==> config.mk <==
export PLATFORM = sky130hd
export DESIGN_NAME = word_assembler
export DESIGN_NICKNAME = d
export VERILOG_FILES = /design/src/rtl/proc_pkg.sv /design/src/rtl/word_assembler.sv
export SDC_FILE = /design/constraint.sdc
export NUM_CORES = 1
export LEC_CHECK = 0
export CAP_MARGIN = 40
export CORE_ASPECT_RATIO = 1.4
export CORE_MARGIN = 2
export CORE_UTILIZATION = 50
export CTS_CLUSTER_DIAMETER = 40
export CTS_CLUSTER_SIZE = 12
export DETAILED_ROUTE_END_ITERATION = 12
export PLACE_DENSITY = 0.77
export RECOVER_POWER = 50
export REMOVE_ABC_BUFFERS = 1
export SLEW_MARGIN = 40
export SYNTH_ARGS = -nofsm -noshare
export SYNTH_HDL_FRONTEND = slang
export SYNTH_SLANG_ARGS = --single-unit
==> constraint.sdc <==
create_clock -name clk -period 1.9 [get_ports clk]
set_input_delay 0.38 -clock clk [delete_from_list [all_inputs] [get_ports clk]]
set_output_delay 0.38 -clock clk [all_outputs]
set_load 0.03 [all_outputs]
==> src/rtl/proc_pkg.sv <==
// Shared types and constants for the word assembler and the 32-bit register datapath.
// Also holds the byte-lane insert helper used while a word is being assembled.
package proc_pkg;

   typedef enum logic [1:0] {
      IDLE  = 2'd0,
      FETCH = 2'd1,
      LOAD  = 2'd2,
      ABORT = 2'd3
   } word_asm_state_t;

   localparam int WORD_W = 32;
   localparam int BYTE_W = 8;

   // Returns w with byte lane 'lane' replaced by b (lane 0 = bits 7:0).
   function automatic logic [WORD_W-1:0] put_lane(input logic [WORD_W-1:0] w,
                                                  input logic [1:0]        lane,
                                                  input logic [BYTE_W-1:0] b);
      logic [WORD_W-1:0] r;
      r = w;
      case (lane)
         2'd0:    r[7:0]   = b;
         2'd1:    r[15:8]  = b;
         2'd2:    r[23:16] = b;
         2'd3:    r[31:24] = b;
         default: r        = w;
      endcase
      return r;
   endfunction

endpackage

==> src/rtl/word_assembler.sv <==
// Fetches four consecutive bytes from a byte-wide memory port, assembles them
// little-endian and presents the word on dout with a one-cycle load strobe.
module word_assembler
   import proc_pkg::*;
#(
   parameter int ADDR_W   = 16,
   parameter int MAX_WAIT = 15
) (
   input  logic                clk,
   input  logic                reset,
   input  logic                start,
   input  logic [ADDR_W-1:0]   base_addr,
   output logic                mem_req,
   output logic [ADDR_W-1:0]   mem_addr,
   input  logic                mem_ack,
   input  logic [BYTE_W-1:0]   mem_rdata,
   output logic [WORD_W-1:0]   dout,
   output logic                load,
   output logic                busy,
   output logic                error
);

   localparam logic [7:0] MAX_WAIT_C = 8'(MAX_WAIT);

   word_asm_state_t     state_q, state_d;
   logic [1:0]          cnt_q, cnt_d;
   logic [7:0]          wait_q, wait_d;
   logic [ADDR_W-1:0]   addr_q, addr_d;
   logic [WORD_W-1:0]   shadow_q, shadow_d;
   logic [WORD_W-1:0]   dout_q, dout_d;
   logic                req_q, req_d;
   logic                load_q, load_d;
   logic                busy_q, busy_d;
   logic                err_q, err_d;

   // Next-state logic; addr_q tracks base + cnt so mem_addr comes straight from a flop.
   always_comb begin
      state_d  = state_q;
      cnt_d    = cnt_q;
      wait_d   = wait_q;
      addr_d   = addr_q;
      shadow_d = shadow_q;
      dout_d   = dout_q;
      case (state_q)
         IDLE: begin
            if (start) begin
               state_d = FETCH;
               addr_d  = base_addr;
               cnt_d   = 2'd0;
               wait_d  = 8'd0;
            end else begin
               state_d = IDLE;
            end
         end
         FETCH: begin
            if (mem_ack) begin
               shadow_d = put_lane(shadow_q, cnt_q, mem_rdata);
               wait_d   = 8'd0;
               if (cnt_q == 2'd3) begin
                  state_d = LOAD;
                  dout_d  = shadow_d;
               end else begin
                  cnt_d  = cnt_q + 2'd1;
                  addr_d = addr_q + ADDR_W'(1);
               end
            end else begin
               wait_d = wait_q + 8'd1;
               if (wait_d >= MAX_WAIT_C) begin
                  state_d = ABORT;
               end else begin
                  state_d = FETCH;
               end
            end
         end
         LOAD:    state_d = IDLE;
         ABORT:   state_d = IDLE;
         default: state_d = IDLE;
      endcase

      req_d  = (state_d == FETCH);
      load_d = (state_d == LOAD);
      busy_d = (state_d != IDLE);
      err_d  = (state_d == ABORT);
   end

   // State, datapath and registered output strobes.
   always_ff @(posedge clk or negedge reset) begin
      if (!reset) begin
         state_q  <= IDLE;
         cnt_q    <= 2'd0;
         wait_q   <= 8'd0;
         addr_q   <= '0;
         shadow_q <= '0;
         dout_q   <= '0;
         req_q    <= 1'b0;
         load_q   <= 1'b0;
         busy_q   <= 1'b0;
         err_q    <= 1'b0;
      end else begin
         state_q  <= state_d;
         cnt_q    <= cnt_d;
         wait_q   <= wait_d;
         addr_q   <= addr_d;
         shadow_q <= shadow_d;
         dout_q   <= dout_d;
         req_q    <= req_d;
         load_q   <= load_d;
         busy_q   <= busy_d;
         err_q    <= err_d;
      end
   end

   assign mem_req  = req_q;
   assign mem_addr = addr_q;
   assign dout     = dout_q;
   assign load     = load_q;
   assign busy     = busy_q;
   assign error    = err_q;

endmodule

---- Word level (Yosys, flattened, before mapping) ----
Cells that the tools add are included.
storage, ports and cells
  logic and storage cells ................. 55
  output and inout bits ................... 52
  bits of input ports ..................... 28
  bits in registers ....................... 96
cells by class
  add/sub/neg operators ................... 3
  $lt $le $gt $ge ......................... 1
  mux-type cells .......................... 20
  reductions and logical operators ........ 9
  eq/ne operators ......................... 12
operators by type and width
  cell                                                               count
  two-way mux 16 bit                                                 3
  two-way mux 8 bit                                                  6
  case mux 16 bit (2 select lines)                                   1
  adder 16 x 1 -> 16 bit, second input constant                      1
  case mux 8 bit (2 select lines)                                    1
  == test 2 bit, second input constant                               6
  two-way mux 2 bit                                                  6
  adder 8 x 1 -> 8 bit, second input constant                        1
  greater-or-equal comparator 8 x 4 -> 1 bit, second input constant  1
  == test 2 x 1 -> 1 bit, second input constant                      3
  != test 2 bit, second input constant                               3
  case mux 2 bit (3 select lines)                                    1
  logical NOT 2 bit                                                  2
  case mux 2 bit (2 select lines)                                    1
  AND reduction 2 bit                                                2
  AND reduction 4 bit                                                1
  nonzero test 2 bit                                                 2
  AND reduction 3 bit                                                1
  adder 2 x 1 -> 2 bit, second input constant                        1
  OR reduction 2 bit                                                 1
  two-way mux 1 bit                                                  1

---- Longest topological paths before layout ----
Gate-level depths: netlist of run 1.
  word-level depth ........................ 6
  mapped depth ............................ 7
  mapped depth without buffers ............ 6

---- Least setup slack after synthesis of run 1 ----
No wires, ideal clock.
  kind .................................... reg-to-reg
  start point ............................. reg addr_q[0] (netlist: mem_addr[0])
  end point ............................... reg addr_q[12] (netlist: mem_addr[12])
  stages on the path, launching flop included .. 7
  library setup time ...................... 137 ps
  period minus slack after synthesis ...... 1718 ps
  data required time ...................... 1763 ps
  buffers on the path ..................... 0
  slack ................................... 182 ps
  arrival ................................. 1581 ps
  cells stage by stage .................... dfrtp_1 -> ha_1 -> and2_1 -> and3_2 -> nand2_2 -> o32ai_2 -> a21oi_1
between the ends
  word-level cells in the longest chain between the ends .. 4
RTL lines
  item                              line                   text
  from (decl)                       word_assembler.sv:28   logic [ADDR_W-1:0] addr_q, addr_d;
  from (signal assigned)            word_assembler.sv:103  addr_q <= addr_d;
  adder 16 x 1 -> 16 bit            word_assembler.sv:64   addr_d = addr_q + ADDR_W'(1);
  two-way mux 16 bit                word_assembler.sv:59   if (cnt_q == 2'd3) begin
  two-way mux 16 bit                word_assembler.sv:56   if (mem_ack) begin
  case mux 16 bit (2 select lines)  word_assembler.sv:44   case (state_q)
Every way passes these cells. The select of a mux whose other input is x is not followed.
A chain may end at the register's enable or synchronous reset.

---- Worst setup path after layout of run 1 ----
  start point ............................. reg addr_q[8] (netlist: mem_addr[8])
  end point ............................... out mem_addr[8]
RTL lines
  item       line                  text
  to (decl)  word_assembler.sv:14  output logic [ADDR_W-1:0] mem_addr,
No word-level cell between the ends.

==> flow_summary_export.csv, run 1 <==
group,metric,value,unit
synth,synthesis.area,0.00412,sq mm
synth,synth_area_leaders,"dfrtp_1 53%, mux2_2 6.8%, nand2_1 6.7%",
clocking,cts_buffers,9,
synth,yosysWarnings,0,
synth,synth_flop_cell,"dfrtp_1",
worst_setup_path,rr_worst_depth,6,
layout,area_delta_synth_final,29.5,%
sta,rsz0062_at_grt,"false",
clocking,cts.sinks,88,
routing,routed_wl,9550,um
global_route,grt_pass1_vias,3314,
sta,fin_skew,0.00638,ns
power_and_ir_drop,sequentialPowerShare,33.7,%
worst_setup_path,required,1.52,ns
routing,drtIter0Drc,217,
synth,async_flop_share,100,%
global_route,gr-usage-all-layers,22.7,%
outcome,outcome,"finished clean",
routing,drc,0,
sta,fmax,534,MHz
sta,maxSlewHeadroom,21.3,%
synth,synth.distinct_cells,45,
worst_setup_path,worstPathArrival,1.49,ns
power_and_ir_drop,total_power,9.77,mW
sta,postLayoutSetupSlackWorst,0.0266,ns
run,drv_cap,0,
sta,hold_viol,0,
worst_setup_path,cp_num_cells,1,
power_and_ir_drop,power.internal,5.73,mW
layout,final_util,65.9,%
die,dieArea,0.00900,sq mm
die,row_count,39,
sta,drv_slew,0,
worst_setup_path,crit_path_max_incr_delay,0.71,ns
layout,final_cells,591,
power_and_ir_drop,swShare,41.3,%
layout,final_layout_size_suffix_gt1_share,14.3,%
placement,dpl_cell_area,0.00508,sq mm
clocking,cts_htree_levels,3,
die,io_pins,80,
synth,synth-edff-count,0,
power_and_ir_drop,combinationalPowerShare,47.9,%
placement,place_ws,0.0223,ns
routing,routed_via_density,5.57,
synth,yosysTopAreaCell,"dfrtp_1",
placement,io_buffer_count,79,
global_route,antenna_found_initial,0,
synth,ys_ff_latch,88,
power_and_ir_drop,vdd_drop_max,859,uV
hold_path,min_path_type,"in2async",
sta,fin_crit,1.87,ns
layout,nets,519,
synth,avgSynthCellArea,10.4,sq um
worst_setup_path,worst_setup_path_start_kind,"flip-flop",
clocking,clk_path_buf_depth,2,
layout,fin_area,0.00534,sq mm
worst_setup_path,rr_startpoint,"state_q[0]",
sta,hold_ws,0.388,ns
worst_setup_path,reg2reg_slack,0.11,ns
placement,dp_cells,575,
worst_setup_path,cp_top_family,"buffers and inverters",
global_route,grt_first_pass_wirelength,15800,um
worst_setup_path,path_buf_inv,1,
sta,tns,0,ns
power_and_ir_drop,pwr-share-clk,18.5,%
worst_setup_path,cp-end-kind,"output pin",
routing,ant_nets,0,
routing,drtPass1Iterations,4,
sta,setup_viol,0,
power_and_ir_drop,p_switching,4.04,mW
worst_setup_path,critical_path.cell_chain,"clkdlybuf4s50_1",
power_and_ir_drop,power.density,1830,mW/mm^2
placement,gp_congestion,0.786,
power_and_ir_drop,power_leakage,2.33,nW
sta,min_period_over_period,98.6,%
clocking,cts_tree,"done",
routing,wl_per_cell,16.2,um
worst_setup_path,worstSetupPathType,"reg2out",
placement,hpwl,6570,um
layout,diodes,0,
clocking,clockRootBuffer,"clkbuf_16",
synth,synthCells,398,
worst_setup_path,cp_max_fo,6,
clocking,clkLatencyLatePin,0.35,ns
synth,synth_top_area_share,53.4,%
clocking,path_clk_slew,0.06,ns
sta,worst_pin_slew,1.18,ns
die,die_h,111,um
worst_setup_path,slowest_stage,"clkdlybuf4s50_1",
die,die_w,80.7,um
global_route,grt_overflow,0,
die,initial_core_util,50.9,%
synth,synth-seq-area-share,53.4,%
global_route,grt_start_max_net_pins,89,
die,fp.coreArea,0.00810,sq mm
routing,vias,3289,
worst_setup_path,rr_endpoint,"state_q[1]",
## worst max-delay path by stage
stage / from / end / slack (ns)
2_1_floorplan: state_q[0] / state_q[1] / -1.20
3_3_place_gp: mem_ack / cnt_q[0] / 0.06
3_5_place_dp: mem_ack / mem_addr[3] / 0.02
4_1_cts: mem_addr[4] / mem_addr[4] / 0.02
5_1_grt: mem_addr[8] / mem_addr[8] / 0.0008
6_report: mem_addr[8] / mem_addr[8] / 0.03
## repair_timing
| action | in CTS | in global routing |
|---|---|---|
| gates resized for setup | 1 | 3 |
| buffers inserted | 0 | 0 |
| setup endpoints to repair | 1 | 3 |
| hold buffers | 0 | 0 |
## cell families (layout without fill, tap and decap cells)
| kind of cell | after synthesis | after routing | share of synthesized area (%) |
|---|---|---|---|
| DFF | 88 | 88 | 53.4 |
| xor gates and xnor gates | 3 | 3 | 0.638 |
| and+or+nand+nor | 125 | 125 | 14.3 |
| buffers and inverters | 27 | 118 | 3.10 |
| adders and majority gates | 7 | 7 | 2.12 |
| muxes | 50 | 50 | 12.9 |
| AOI/OAI and AO/OA | 98 | 98 | 13.5 |
## state kept, by name (all words and copies together) (netlist names)
name / flops
shadow_q: 24
wait_q: 8
mem_req: 1
dout: 32
cnt_q: 2
mem_addr: 16
load: 1
error: 1
busy: 1
state_q: 2
## cell usage after synthesis, types with 2 or more instances
library cell	instances
a21oi_1	24
a2bb2oi_1	2
a31oi_1	3
and2_1	2
and3_1	3
and3_2	2
buf_2	12
buf_4	3
clkbuf_1	5
dfrtp_1	88
ha_1	7
inv_1	6
mux2_2	25
mux2i_1	25
nand2_1	74
nand2b_1	3
nand3_1	7
nand3_2	4
nand4_1	4
nor2_1	15
nor3_1	2
o21ai_0	52
o22ai_1	7
xor2_1	2
## routing by layer
layer / GRT usage, % / vias to the layer above / wire length [um]
met2: 38.3 / 90 / 4980
met5: 0 / - / 0
li1: - / 1577 / -
met3: 4.54 / 16 / 377
met1: 27.8 / 1606 / 3960
met4: 9.94 / 0 / 221
## layout by cell type, fill, tap and decap left out, drive strengths merged, types with 3 or more instances in the layout
master,count
dfrtp,88
mux2i,25
nand2,75
nand3,11
clkbuf,16
inv,9
o21ai,52
clkinv,3
a31oi,3
nand2b,3
buf,13
a21oi,25
clkdlybuf4s50,74
and3,6
o22ai,7
nor2,15
mux2,25
ha,7
nor3,3
nand4,4
## power groups by stage
stage	logic (mW)	registers (mW)	clock network, mW
floorplan	1.99	4.13	0
global placement	4.62	3.27	0
detailed placement	4.75	3.31	0
CTS	4.78	3.28	1.83
global route	5.09	3.39	1.91
finish	4.68	3.29	1.80
## cell type report
| class | instances | area, sq um |
|---|---|---|
| inverter | 7 | 26.3 |
| clock inverter | 7 | 80.1 |
| clock buffer | 9 | 225 |
| sequential | 88 | 2200 |
| fill | 668 | 2760 |
| timing repair buffer | 95 | 896 |
| tap | 102 | 128 |
| multi-input combinational | 283 | 1780 |
Note: power is estimated with default switching activity, not from simulation.
==> inputs of run 2 (changes only) <==
- RECOVER_POWER: 50 -> default
==> flow_summary_export.csv, run 2 (same netlist as run 1, synthesis figures left out) <==
group,metric,value,unit
sta,setup_viol,0,
layout,area_delta_synth_final,30.9,%
sta,fmax,531,MHz
routing,top_layer_used,"met4",
die,die_w,80.7,um
power_and_ir_drop,vdd_drop_max,862,uV
placement,hpwl,6570,um
worst_setup_path,critical_path.cell_chain,"clkdlybuf4s50_1",
clocking,clk_path_buf_depth,2,
placement,place_ws,0.0223,ns
placement,gp_congestion,0.786,
sta,worst_pin_slew,0.734,ns
layout,fill_cells,657,
die,fp.coreArea,0.00810,sq mm
clocking,clockRootBuffer,"clkbuf_16",
sta,fin_crit,1.88,ns
sta,min_period_over_period,99.1,%
routing,met3_wirelength,437,um
routing,drtPass1Iterations,5,
routing,routed_via_density,5.58,
worst_setup_path,rr_worst_depth,6,
power_and_ir_drop,total_power,9.83,mW
global_route,grt_first_pass_wirelength,15800,um
routing,drc,0,
routing,vias,3299,
worst_setup_path,worstPathArrival,1.50,ns
sta,drv_slew,0,
global_route,antenna_found_initial,0,
power_and_ir_drop,power_leakage,2.38,nW
layout,final_util,66.6,%
layout,nets,519,
worst_setup_path,cp_top_family,"buffers and inverters",
clocking,path_clk_slew,0.06,ns
routing,ant_nets,0,
worst_setup_path,path_buf_inv,1,
placement,io_buffer_count,79,
layout,final_common_cell,"dfrtp_1",
worst_setup_path,slowest_stage,"clkdlybuf4s50_1",
die,die_h,111,um
outcome,outcome,"finished clean",
routing,drtIter0Drc,194,
global_route,grt_overflow,0,
layout,final_cell_mix,"88 x dfrtp_1, 74 x nand2_1, 74 x clkdlybuf4s50_1",
sta,hold_viol,0,
worst_setup_path,worst_setup_path_start_kind,"flip-flop",
clocking,cts_setup_buffers,0,
worst_setup_path,worstSetupPathType,"reg2out",
layout,fin_area,0.00540,sq mm
placement,dpl_cell_area,0.00508,sq mm
worst_setup_path,reg2reg_slack,0.12,ns
clocking,clkLatencyLatePin,0.35,ns
power_and_ir_drop,power.density,1820,mW/mm^2
worst_setup_path,crit_path_max_incr_delay,0.71,ns
worst_setup_path,required,1.52,ns
sta,hold_ws,0.0595,ns
sta,fin_skew,0.00663,ns
routing,wl_per_cell,16.2,um
die,io_pins,80,
layout,largest_reg_flops,32,
sta,postLayoutSetupSlackWorst,0.0179,ns
worst_setup_path,cp_max_fo,6,
worst_setup_path,rr_endpoint,"mem_req",
hold_path,min_path_type,"in2async",
clocking,hold_buffers,0,
clocking,cts_tree,"done",
layout,diodes,0,
clocking,cts.sinks,88,
run,drv_cap,0,
sta,maxSlewHeadroom,51.0,%
clocking,cts_buffers,9,
routing,wl_met2,4980,um
global_route,grt_start_max_net_pins,89,
worst_setup_path,rr_startpoint,"wait_q[0]",
routing,met1_length,3910,um
clocking,cts_htree_levels,3,
die,dieArea,0.00900,sq mm
global_route,gr-usage-all-layers,22.7,%
layout,final_layout_size_suffix_gt1_share,15.1,%
worst_setup_path,cp-end-kind,"output pin",
die,row_count,39,
routing,routed_wl,9550,um
global_route,grt_pass1_vias,3314,
sta,rsz0062_at_grt,"false",
die,initial_core_util,50.9,%
## run 2: worst max path at each step
stage / cells after the start / to / start / slack, ns
floorplan: 5 / state_q[1] / state_q[0] / -1.20
global placement: 4 / cnt_q[0] / mem_ack / 0.06
detailed placement: 5 / mem_addr[3] / mem_ack / 0.02
CTS: 1 / mem_addr[4] / mem_addr[4] / 0.02
finish: 1 / mem_addr[9] / mem_addr[9] / 0.02
global route: 1 / mem_addr[8] / mem_addr[8] / 0.0008
## run 2: power by group
group	switching, mW	internal (mW)	total [mW]
clock network	0.770	1.03	1.80
logic	2.68	2.06	4.74
registers	0.602	2.69	3.29
total	4.05	5.78	9.83
## run 2: stage by stage
step	cells	setup TNS, ns
after CTS	591	0
after global routing	591	0
after floorplan	378	-56.34
final	591	0
after detailed placement	575	0
after global placement	575	0
## run 2: final cells by class
cell class              instances  area, sq um  share of cell area (%)
inverters                       7         26.3                   0.487
multi-input cells             283         1790                    33.3
well taps                     102          128                    2.37
clock inverters                 7         80.1                    1.48
clock buffers                   9          225                    4.17
flip-flops and latches         88         2200                    40.8
repair buffers                 95          940                    17.4
## run 2: timing repair
item	in CTS	in global routing
endpoints found under the hold margin	0	0
resized for setup	1	3
endpoints found under the setup margin	1	3
## run 2: metal layers
| layer | global-route usage [%] | vias to the layer above |
|---|---|---|
| met3 | 4.54 | 16 |
| met1 | 27.8 | 1598 |
| met2 | 38.3 | 108 |
| met4 | 9.94 | 0 |
| li1 | - | 1577 |
| met5 | 0 | - |
==> inputs of run 3 (changes only) <==
- TNS_END_PERCENT: default -> 50
==> results of run 3 <==
Final layout, timing and power as in run 2 (identical DEF).
